===== src/rtl/bn_dmux_sched.sv =====
// Two-phase 1-to-2 demux scheduler for batch normalization: STAT beats to o0, wait for stat_done, NORM beats to o1.
// Optional BN_DMUX_STALL_CNT_EN adds a saturating stall_cnt output counting upstream back-pressure cycles.
module bn_dmux_sched #(
  parameter int DATA_WIDTH = 16,
  parameter int BATCH_LEN  = 64,
  parameter int CNT_W      = 7
) (
  input  logic                  clk,
  input  logic                  rst,
  input  logic                  start,
  input  logic                  stat_done,
  input  logic                  in_valid,
  input  logic [DATA_WIDTH-1:0] in_data,
  output logic                  in_ready,
  output logic                  o0_valid,
  output logic [DATA_WIDTH-1:0] o0_data,
  input  logic                  o0_ready,
  output logic                  o1_valid,
  output logic [DATA_WIDTH-1:0] o1_data,
  input  logic                  o1_ready,
  output logic                  sel,
  output logic [1:0]            phase,
  output logic [CNT_W-1:0]      beat_cnt,
  output logic                  busy,
  output logic                  done
`ifdef BN_DMUX_STALL_CNT_EN
  ,
  output logic [31:0]           stall_cnt
`endif
);

  typedef enum logic [1:0] {
    IDLE = 2'd0,
    STAT = 2'd1,
    WAIT = 2'd2,
    NORM = 2'd3
  } state_t;

  state_t           r_state;
  state_t           w_next;
  logic [CNT_W-1:0] r_beat_cnt;
  logic             r_sel;
  logic             r_done;
  logic             w_fire;
  logic             w_last;
  logic             w_start_acc;
  logic             w_stat_acc;

  assign w_fire      = in_valid & in_ready;
  assign w_last      = (r_beat_cnt == CNT_W'(BATCH_LEN - 1));
  assign w_start_acc = (r_state == IDLE) & start;
  assign w_stat_acc  = (r_state == WAIT) & stat_done;

  always_ff @(posedge clk) begin
    if (rst) r_state <= IDLE;
    else     r_state <= w_next;
  end

  always_comb begin
    w_next = r_state;
    case (r_state)
      IDLE:    if (start)           w_next = STAT;
      STAT:    if (w_fire && w_last) w_next = WAIT;
      WAIT:    if (stat_done)       w_next = NORM;
      NORM:    if (w_fire && w_last) w_next = IDLE;
      default:                      w_next = IDLE;
    endcase
  end

  // in_ready is masked during reset so no beat is consumed in the reset cycle.
  always_comb begin
    in_ready = 1'b0;
    o0_valid = 1'b0;
    o1_valid = 1'b0;
    case (r_state)
      STAT: begin
        o0_valid = in_valid;
        in_ready = o0_ready & ~rst;
      end
      NORM: begin
        o1_valid = in_valid;
        in_ready = o1_ready & ~rst;
      end
      default: begin
        in_ready = 1'b0;
      end
    endcase
    o0_data  = r_sel ? '0 : in_data;
    o1_data  = r_sel ? in_data : '0;
    phase    = r_state;
    busy     = (r_state != IDLE);
    beat_cnt = r_beat_cnt;
    sel      = r_sel;
    done     = r_done;
  end

  always_ff @(posedge clk) begin
    if (rst) begin
      r_beat_cnt <= '0;
      r_sel      <= 1'b0;
      r_done     <= 1'b0;
    end else begin
      r_done <= (r_state == NORM) & w_fire & w_last;
      if (w_start_acc || w_stat_acc)
        r_beat_cnt <= '0;
      else if (w_fire)
        r_beat_cnt <= w_last ? '0 : r_beat_cnt + CNT_W'(1);
      // Phase entries never coincide with a fire, so sel cannot move under a live beat.
      if (w_start_acc)
        r_sel <= 1'b0;
      else if (w_stat_acc)
        r_sel <= 1'b1;
    end
  end

`ifdef BN_DMUX_STALL_CNT_EN
  logic [31:0] r_stall_cnt;

  always_ff @(posedge clk) begin
    if (rst)
      r_stall_cnt <= '0;
    else if (w_start_acc)
      r_stall_cnt <= '0;
    else if ((r_state == STAT || r_state == NORM) && in_valid && !in_ready && r_stall_cnt != '1)
      r_stall_cnt <= r_stall_cnt + 32'd1;
  end

  assign stall_cnt = r_stall_cnt;
`endif

endmodule


===== config.mk =====
export PLATFORM = sky130hd
export DESIGN_NAME = bn_dmux_sched
export DESIGN_NICKNAME = d
export VERILOG_FILES = /design/src/rtl/bn_dmux_sched.sv
export SDC_FILE = /design/constraint.sdc
export NUM_CORES = 1
export LEC_CHECK = 0
export CAP_MARGIN = 20
export CORE_MARGIN = 2
export CORE_UTILIZATION = 35
export DETAILED_ROUTE_END_ITERATION = 6
export GPL_ROUTABILITY_DRIVEN = 1
export PLACE_DENSITY = 0.91
export SYNTH_ARGS = -nofsm -noshare
export SYNTH_HDL_FRONTEND = slang
export SYNTH_SLANG_ARGS = --single-unit
export TNS_END_PERCENT = 20

===== constraint.sdc =====
create_clock -name clk -period 5.2 [get_ports clk]
set_input_delay 1.04 -clock clk [delete_from_list [all_inputs] [get_ports clk]]
set_output_delay 1.04 -clock clk [all_outputs]
set_load 0.01 [all_outputs]

-- Word-level counts from Yosys, hierarchy flattened
Index checks and enable logic that the tools add are counted.
- equality and inequality tests: 8
- $add $sub $neg: 1
- bitwise logic cells: 8
- mux-type cells: 11
- reduce and logical (&&, ||, !) cells: 7
- operators with widths (cell ; number):
    2-to-1 mux 16 bit ; 2
    2-to-1 mux 2 bit ; 4
    inequality test 2 bit (second input constant) ; 4
    case mux 2 bit (4 select lines) ; 1
    adder 7 x 1 -> 7 bit (second input constant) ; 1
    AND 1 bit ; 7
    equality test 7 x 6 -> 1 bit (second input constant) ; 1
    2-to-1 mux 7 bit ; 1
    equality test 2 bit (second input constant) ; 2
    AND reduction 4 bit ; 1
    OR reduction 2 bit ; 2
    equality test 2 x 1 -> 1 bit (second input constant) ; 1
    logical NOT 2 bit ; 1
    2-to-1 mux 1 bit ; 2
    case mux 1 bit (2 select lines) ; 1
    nonzero test 2 bit ; 1
    logical AND 1 bit ; 1
    logical OR 1 bit ; 1
    NOT 1 bit ; 1
- register bits: 11
- input bits: 23
- output and inout bits: 47

-- Depth between registers and ports, before layout
Gate-level depths: netlist of the first run.
- depth after elaboration: 7
- depth in mapped cells: 6

-- Worst setup path before layout of the first run
OpenSTA, ideal clock, no wires.
- path kind: in2out
- start: input port rst
- end: output port in_ready
- cell stages on the path: 2
- setup slack: 2721 ps
- data arrival time: 1439 ps
- path through: buf_1 -> a21oi_1
- cells in the longest elaborated chain, start to end: 3
- RTL lines (item ; RTL line ; RTL):
    start, declared ; 9 ; input logic rst,
    NOT 1 bit (*) ; 78, 82 ;
    AND 1 bit (on tied branches) ; 82, 78 ;
    case mux 1 bit (2 select lines) (*) ; 75 ; case (r_state)
    end, declared ; 14 ; output logic in_ready,
Mark *: on every way between the ends. The rest lies on a longest branch, timed or not.

-- Worst setup path in the final report of the first run
Ends and elaborated chain as after synthesis.

==> run metrics, run 1 <==
status=completed; Synth Net Count=approximately 140; antenna viol nets, final=0; worst-path cell chain=clkdlybuf4s50_1 > a21oi_1 > clkdlybuf4s50_1; Slowest Stage Delay on Critical Path=about 0.63 ns; Slew Limit Headroom=between 40% and 50%; root buf cell=clkbuf_4; prevailing post-synth register cell=dfxtp_1; Hold Path Sink=beat_cnt[6]; met3 WL=a little under 400 um; Longest Clk Path Bufs=2; layout cells sized above 1=about 5.0%; met1 wire length=approximately 960 um; clock insertion delay at the later pin of the skew report=roughly 0.26 ns; RR Startpoint=phase[1]; FMAX=0.286 GHz; Hold Path Class=flop to flop; Syn Std Cell Area=887 um^2; number of global-route vias before repair=858; H-tree depth=1; critical path class=input port to primary output; maximum VDD drop=between 0.15 and 0.2 mV; Pint=~230 uW; CTS tree=done; Initial DRC Count=12; WL met2=~1100 um; Sw Ratio=between 30% and 40%; die area=roughly 3000 um^2; PwrDens=220 nW/um^2; synth warn=0; area of the multi-input gates=about 630 um^2; final setup violation count=0; IO Pins=70; min-delay src=beat_cnt[6]; # fillers=around 200; Synth async-reset ratio=0%; most frequent cells in the layout=69 x clkdlybuf4s50_1, 18 x nor2b_1, 17 x and2_1, 11 x dfxtp_1, 9 x nor2_1; CP Launch Type=input port; WHS=0.460 ns; crit-path most repeated cell=clkdlybuf4s50_1; GRT Total Usage=roughly 17%; Syn Area/Cell=8.06 um^2; clk_skew=0.00501 ns; placer congestion estimate=0.866; Crit path buffers/inverters=2; Reg2Reg Setup Slack=3.24 ns; Via density=4.72; Crit-path slowest cell=clkdlybuf4s50_1; number of flops mapped to enable cells by yosys=0; Vias=roughly 990; number of cell rows=18; Final min period=3.50 ns; hold_buf cts=0; Routed WL per cell=between 10 and 15 um; unique cell type count in the Yosys netlist=28; CTS clk-pin slew, worst paths=~0.06 ns; Synth area leaders=dfxtp_1 25%, nor2b_1 13%, and2_1 12%; TNS Setup=0 ns; Pleak=around 0.64 nW; register area share after synthesis=24.8%; area leader, netlist=dfxtp_1; r2r worst-path depth=5; sw power=126 uW; RSZ-0062 raised after global routing=no; fin crit share=between 60% and 70%; Total Nets Final=~210; DRT Pass-1 Iters=4; starting density of the core=between 30% and 40%; placed wire-length estimate=a little over 2000 um; Max FO, Critical Path=14; sequential group share of total power=28.7%; Reg-to-Reg End=phase[1]; initial antenna violation count=0; gr ovfl total=0; top sig layer=met4; die extent in y=54.3 um; Ant. Diodes=0; clock sink count=11; Worst Tran Pin Value=0.847 ns; Num CTS Buffers=3; first-pass GRT wire length=between 3000 and 4000 um; Synth Instances=110; critical path endpoint category=primary output; Hold Fails Final Rpt=0; most common cell after layout, fill and taps aside=clkdlybuf4s50_1; DRC Markers=0; largest net degree at the start of global routing=35; Seq cells post-synth=11; top cell type's share of synthesized area=between 20 and 25%; MaxCap Viol Count=0; Die Width=about 54 um; Clk pwr share=15.8%; Area Overhead vs Synth=83.4%; Combinational Power Share=between 50% and 60%; hold depth=2; Post-Route WL=2480 um; final max-slew violation count=0; core area=2430 um^2; worst path arrival time=approximately 2.5 ns; Crit path max-delay family=buffers and inverters; post_cts resized=0; I/O Buffers=between 60 and 70; Setup Fix Bufs, Post-CTS=0; Worst Path Required=4.16 ns; Register Area=between 200 and 250 um^2
[cells by family (layout without fill, tap and decap cells)]
family	after synthesis	count (layout)	synth area share [%]
AOI/OAI and AO/OA	15	15	14.1
adders and majority gates	6	6	8.46
and+or+nand+nor	62	62	41.6
DFF	11	11	24.8
muxes	2	2	2.26
buffers and inverters	9	78	3.81
xor gates and xnor gates	5	5	4.94
[area by class of cell]
| class | instances | share of cell area [%] |
|---|---|---|
| Clock buffer | 4 | 1.62 |
| Inverter | 5 | 1.15 |
| Multi-Input combinational cell | 90 | 38.9 |
| Sequential cell | 11 | 13.5 |
| Tap cell | 30 | 2.31 |
| Timing Repair Buffer | 69 | 42.5 |
[stage by stage]
| stage | cell area (um^2) | total power [mW] | util [%] | cells | worst slack, ns |
|---|---|---|---|---|---|
| after floorplan | 887 | 0.204 | - | 110 | 2.72 |
| after global placement | 1600 | 0.297 | 65.8 | 205 | 1.71 |
| after detailed placement | 1600 | 0.304 | 65.8 | 205 | 1.72 |
| after CTS | 1630 | 0.361 | 66.9 | 209 | 1.70 |
| after global routing | 1630 | 0.385 | 66.9 | 209 | 1.63 |
| final | 1630 | 0.358 | 66.9 | 209 | 1.70 |
[synth_stat cells (3+ instances only)]
library cell	count
a211oi_1	4
a21oi_1	3
and2_1	17
clkbuf_1	3
dfxtp_1	11
ha_1	6
inv_1	5
nand2_1	5
nor2_1	9
nor2b_1	18
xnor2_1	4
[registers in the layout, indices dropped and copies added, names as in the netlist]
| signal | count |
|---|---|
| sel | 1 |
| beat_cnt | 7 |
| phase | 2 |
| done | 1 |
[worst max path at each step]
stage	start	end	cells after the start
after floorplan	rst	in_ready	2
after global placement	rst	in_ready	3
after detailed placement	rst	in_ready	3
after CTS	rst	in_ready	3
after global routing	rst	in_ready	3
final	rst	in_ready	3
[power by group through the flow]
stage / logic [mW] / registers [mW] / clock network, mW
2_1_floorplan: 0.102 / 0.102 / 0
3_3_place_gp: 0.193 / 0.104 / 0
3_5_place_dp: 0.199 / 0.105 / 0
4_1_cts: 0.200 / 0.103 / 0.0577
5_1_grt: 0.217 / 0.105 / 0.0633
6_report: 0.199 / 0.103 / 0.0567
[tightest hold or removal path: stages (launching register included)]
cell and delay [ns]:
dfxtp_1 0.33, nand2_1 0.06, nor2_1 0.03
[layer usage]
| metal | up-vias | track usage [%] |
|---|---|---|
| li1 | 506 | - |
| met1 | 425 | 18.2 |
| met2 | 54 | 30.9 |
| met3 | 2 | 6.01 |
| met4 | 0 | 3.75 |
| met5 | - | 0 |
Power figures use the tool's default switching activity.
==> run 2: changes to the inputs <==
--- a/config.mk
+++ b/config.mk
@@ -7,10 +7,10 @@
 export LEC_CHECK = 0
 export CAP_MARGIN = 20
 export CORE_MARGIN = 2
-export CORE_UTILIZATION = 35
+export CORE_UTILIZATION = 30
 export DETAILED_ROUTE_END_ITERATION = 6
 export GPL_ROUTABILITY_DRIVEN = 1
-export PLACE_DENSITY = 0.91
+export PLACE_DENSITY = 0.84
 export SYNTH_ARGS = -nofsm -noshare
 export SYNTH_HDL_FRONTEND = slang
 export SYNTH_SLANG_ARGS = --single-unit
==> constraint.sdc (replaced) <==
create_clock -name clk -period 2.85 [get_ports clk]
set_input_delay 0.57 -clock clk [delete_from_list [all_inputs] [get_ports clk]]
set_output_delay 0.57 -clock clk [all_outputs]
set_load 0.01 [all_outputs]
==> run 2 against run 1 <==
  * First-iteration DRC count is 100% higher
  * Count of clock-buffer cells in the layout unchanged
  * Cell count increased by 1.9%
  * Via count grew 3.3%
  * Register-to-register slack got worse by 2.4 ns
  * Power is 85% higher
  * Sequential share of layout area down 0.19 points
  * Routed wire length rose by 9.5%
  * Cell area increased by 1.5%
  * Clock skew decreased by 0.0015 ns
  * Global-route usage shrank 0.96 points
  * Critical endpoint unchanged
  * Largest power group unchanged
==> run metrics, run 2 (synthesis gave the netlist of run 1 again) <==
status=completed; post_cts resized=0 (unchanged); PwrDens=403 nW/um^2 (+83%); clock insertion delay at the later pin of the skew report=0.27 ns (about the same); gr ovfl total=0 (unchanged); die area=3410 um^2 (+15%); Post-Route WL=2720 um (+9.5%); core area=2780 um^2 (+14%); Area Overhead vs Synth=86.0%; GRT Total Usage=15.8% (-0.96 points); die extent in y=58.4 um (+7.4%); Setup Fix Bufs, Post-CTS=0 (unchanged); first-pass GRT wire length=4180 um (+11%); WHS=0.473 ns (+0.0131 ns); H-tree depth=1 (unchanged); root buf cell=clkbuf_4; starting density of the core=31.9% (-4.6 points); Initial DRC Count=24 (+12); Worst Path Required=2.28 ns (-1.88 ns); area of the multi-input gates=633 um^2 (unchanged); worst path arrival time=1.92 ns (-0.54 ns); fin crit share=between 80 and 90%; DRT Pass-1 Iters=4 (unchanged); Worst Tran Pin Value=0.740 ns (-0.107 ns); TNS Setup=0 ns (unchanged); Ant. Diodes=0 (unchanged); Vias=1020 (+3.3%); Hold Path Class=flop to flop; placer congestion estimate=0.882 (+1.8%); Num CTS Buffers=3 (unchanged); number of global-route vias before repair=916 (+6.8%); setup ws final=0.360 ns (-1.34 ns); layout cells sized above 1=6.59% (+1.6 points); MaxCap Viol Count=0 (unchanged); CP Launch Type=input port; # fillers=246 (+22%); Longest Clk Path Bufs=2 (unchanged); most frequent cells in the layout=69 x clkdlybuf4s50_1, 18 x nor2b_1, 17 x and2_1, 11 x dfxtp_1, 9 x nor2_1; placed wire-length estimate=2250 um (+8.9%); clk_skew=0.00350 ns (-0.00150 ns); Setup Slack @ Placement=0.360 ns (-1.36 ns); critical path endpoint category=primary output; CTS tree=done; Routed WL per cell=12.8 um (+7.5%); Register Area=220 um^2 (unchanged); initial antenna violation count=0 (unchanged); clock sink count=11 (unchanged); largest net degree at the start of global routing=30 (-14%); CTS clk-pin slew, worst paths=0.06 ns (about the same); final setup violation count=0 (unchanged); Total Nets Final=212 (+1.4%); Slew Limit Headroom=50.6% (+7.1 points); RSZ-0062 raised after global routing=no; Hold Fails Final Rpt=0 (unchanged); Pleak=0.652 nW (+2.5%); IO Pins=70 (unchanged); maximum VDD drop=0.357 mV (+80%); max reg flops=7 (unchanged); DRC Markers=0 (unchanged); Max FO, Critical Path=8 (-6); antenna viol nets, final=0 (unchanged); hold_buf cts=0 (unchanged); final max-slew violation count=0 (unchanged); Die Width=58.4 um (+7.4%); Final min period=~2.5 ns; number of cell rows=19 (+1); Via density=4.79 (+1.4%); I/O Buffers=69 (unchanged); FMAX=0.402 GHz; most common cell after layout, fill and taps aside=clkdlybuf4s50_1; critical path class=input port to primary output
run 2: layer usage:
| layer | up-vias | wire (um) | GRT usage [%] |
|---|---|---|---|
| met5 | - | 0 | 0 |
| met4 | 0 | 36 | 5.65 |
| met3 | 4 | 189 | 5.27 |
| met2 | 39 | 1370 | 26.6 |
| met1 | 463 | 1120 | 18.7 |
| li1 | 514 | - | - |
run 2: report_power, final:
group / switching [mW] / internal (mW) / total, mW / leakage, nW
sequential: 0.0223 / 0.165 / 0.188 / 0.0890
clock: 0.0514 / 0.0543 / 0.106 / 0.0150
combinational: 0.162 / 0.209 / 0.371 / 0.548
total: 0.236 / 0.429 / 0.664 / 0.652
run 2: worst max-delay path, stage by stage:
cell and delay [ns]:
clkdlybuf4s50_1 0.46, nand2_1 0.16, a21oi_1 0.18, clkdlybuf4s50_1 0.55
run 2: layout make-up:
class,count,area share (%)
tap,31,2.35
clock buffer,4,1.59
multi-input combinational,90,38.4
sequential,11,13.3
timing repair buffer,72,43.2
inverter,5,1.14
run 2: worst paths after layout:
| path | start | end | slack [ns] | cells past startpoint |
|---|---|---|---|---|
| max reg2reg | phase[1] | phase[1] | 0.88 | 6 |
| min | beat_cnt[6] | beat_cnt[6] | 0.47 | 2 |
| min reg2reg | beat_cnt[6] | beat_cnt[6] | 0.47 | 2 |
| max | o1_ready | in_ready | 0.36 | 4 |
run 2: metrics by stage:
step                area [um^2]  std cells  utilization (%)  power (mW)
finish                     1650        213             59.3       0.664
global route               1650        213             59.3       0.710
CTS                        1650        213             59.3       0.671
detailed placement         1620        209             58.4       0.563
global placement           1620        209             58.4       0.552
floorplan                   887        110                -       0.373
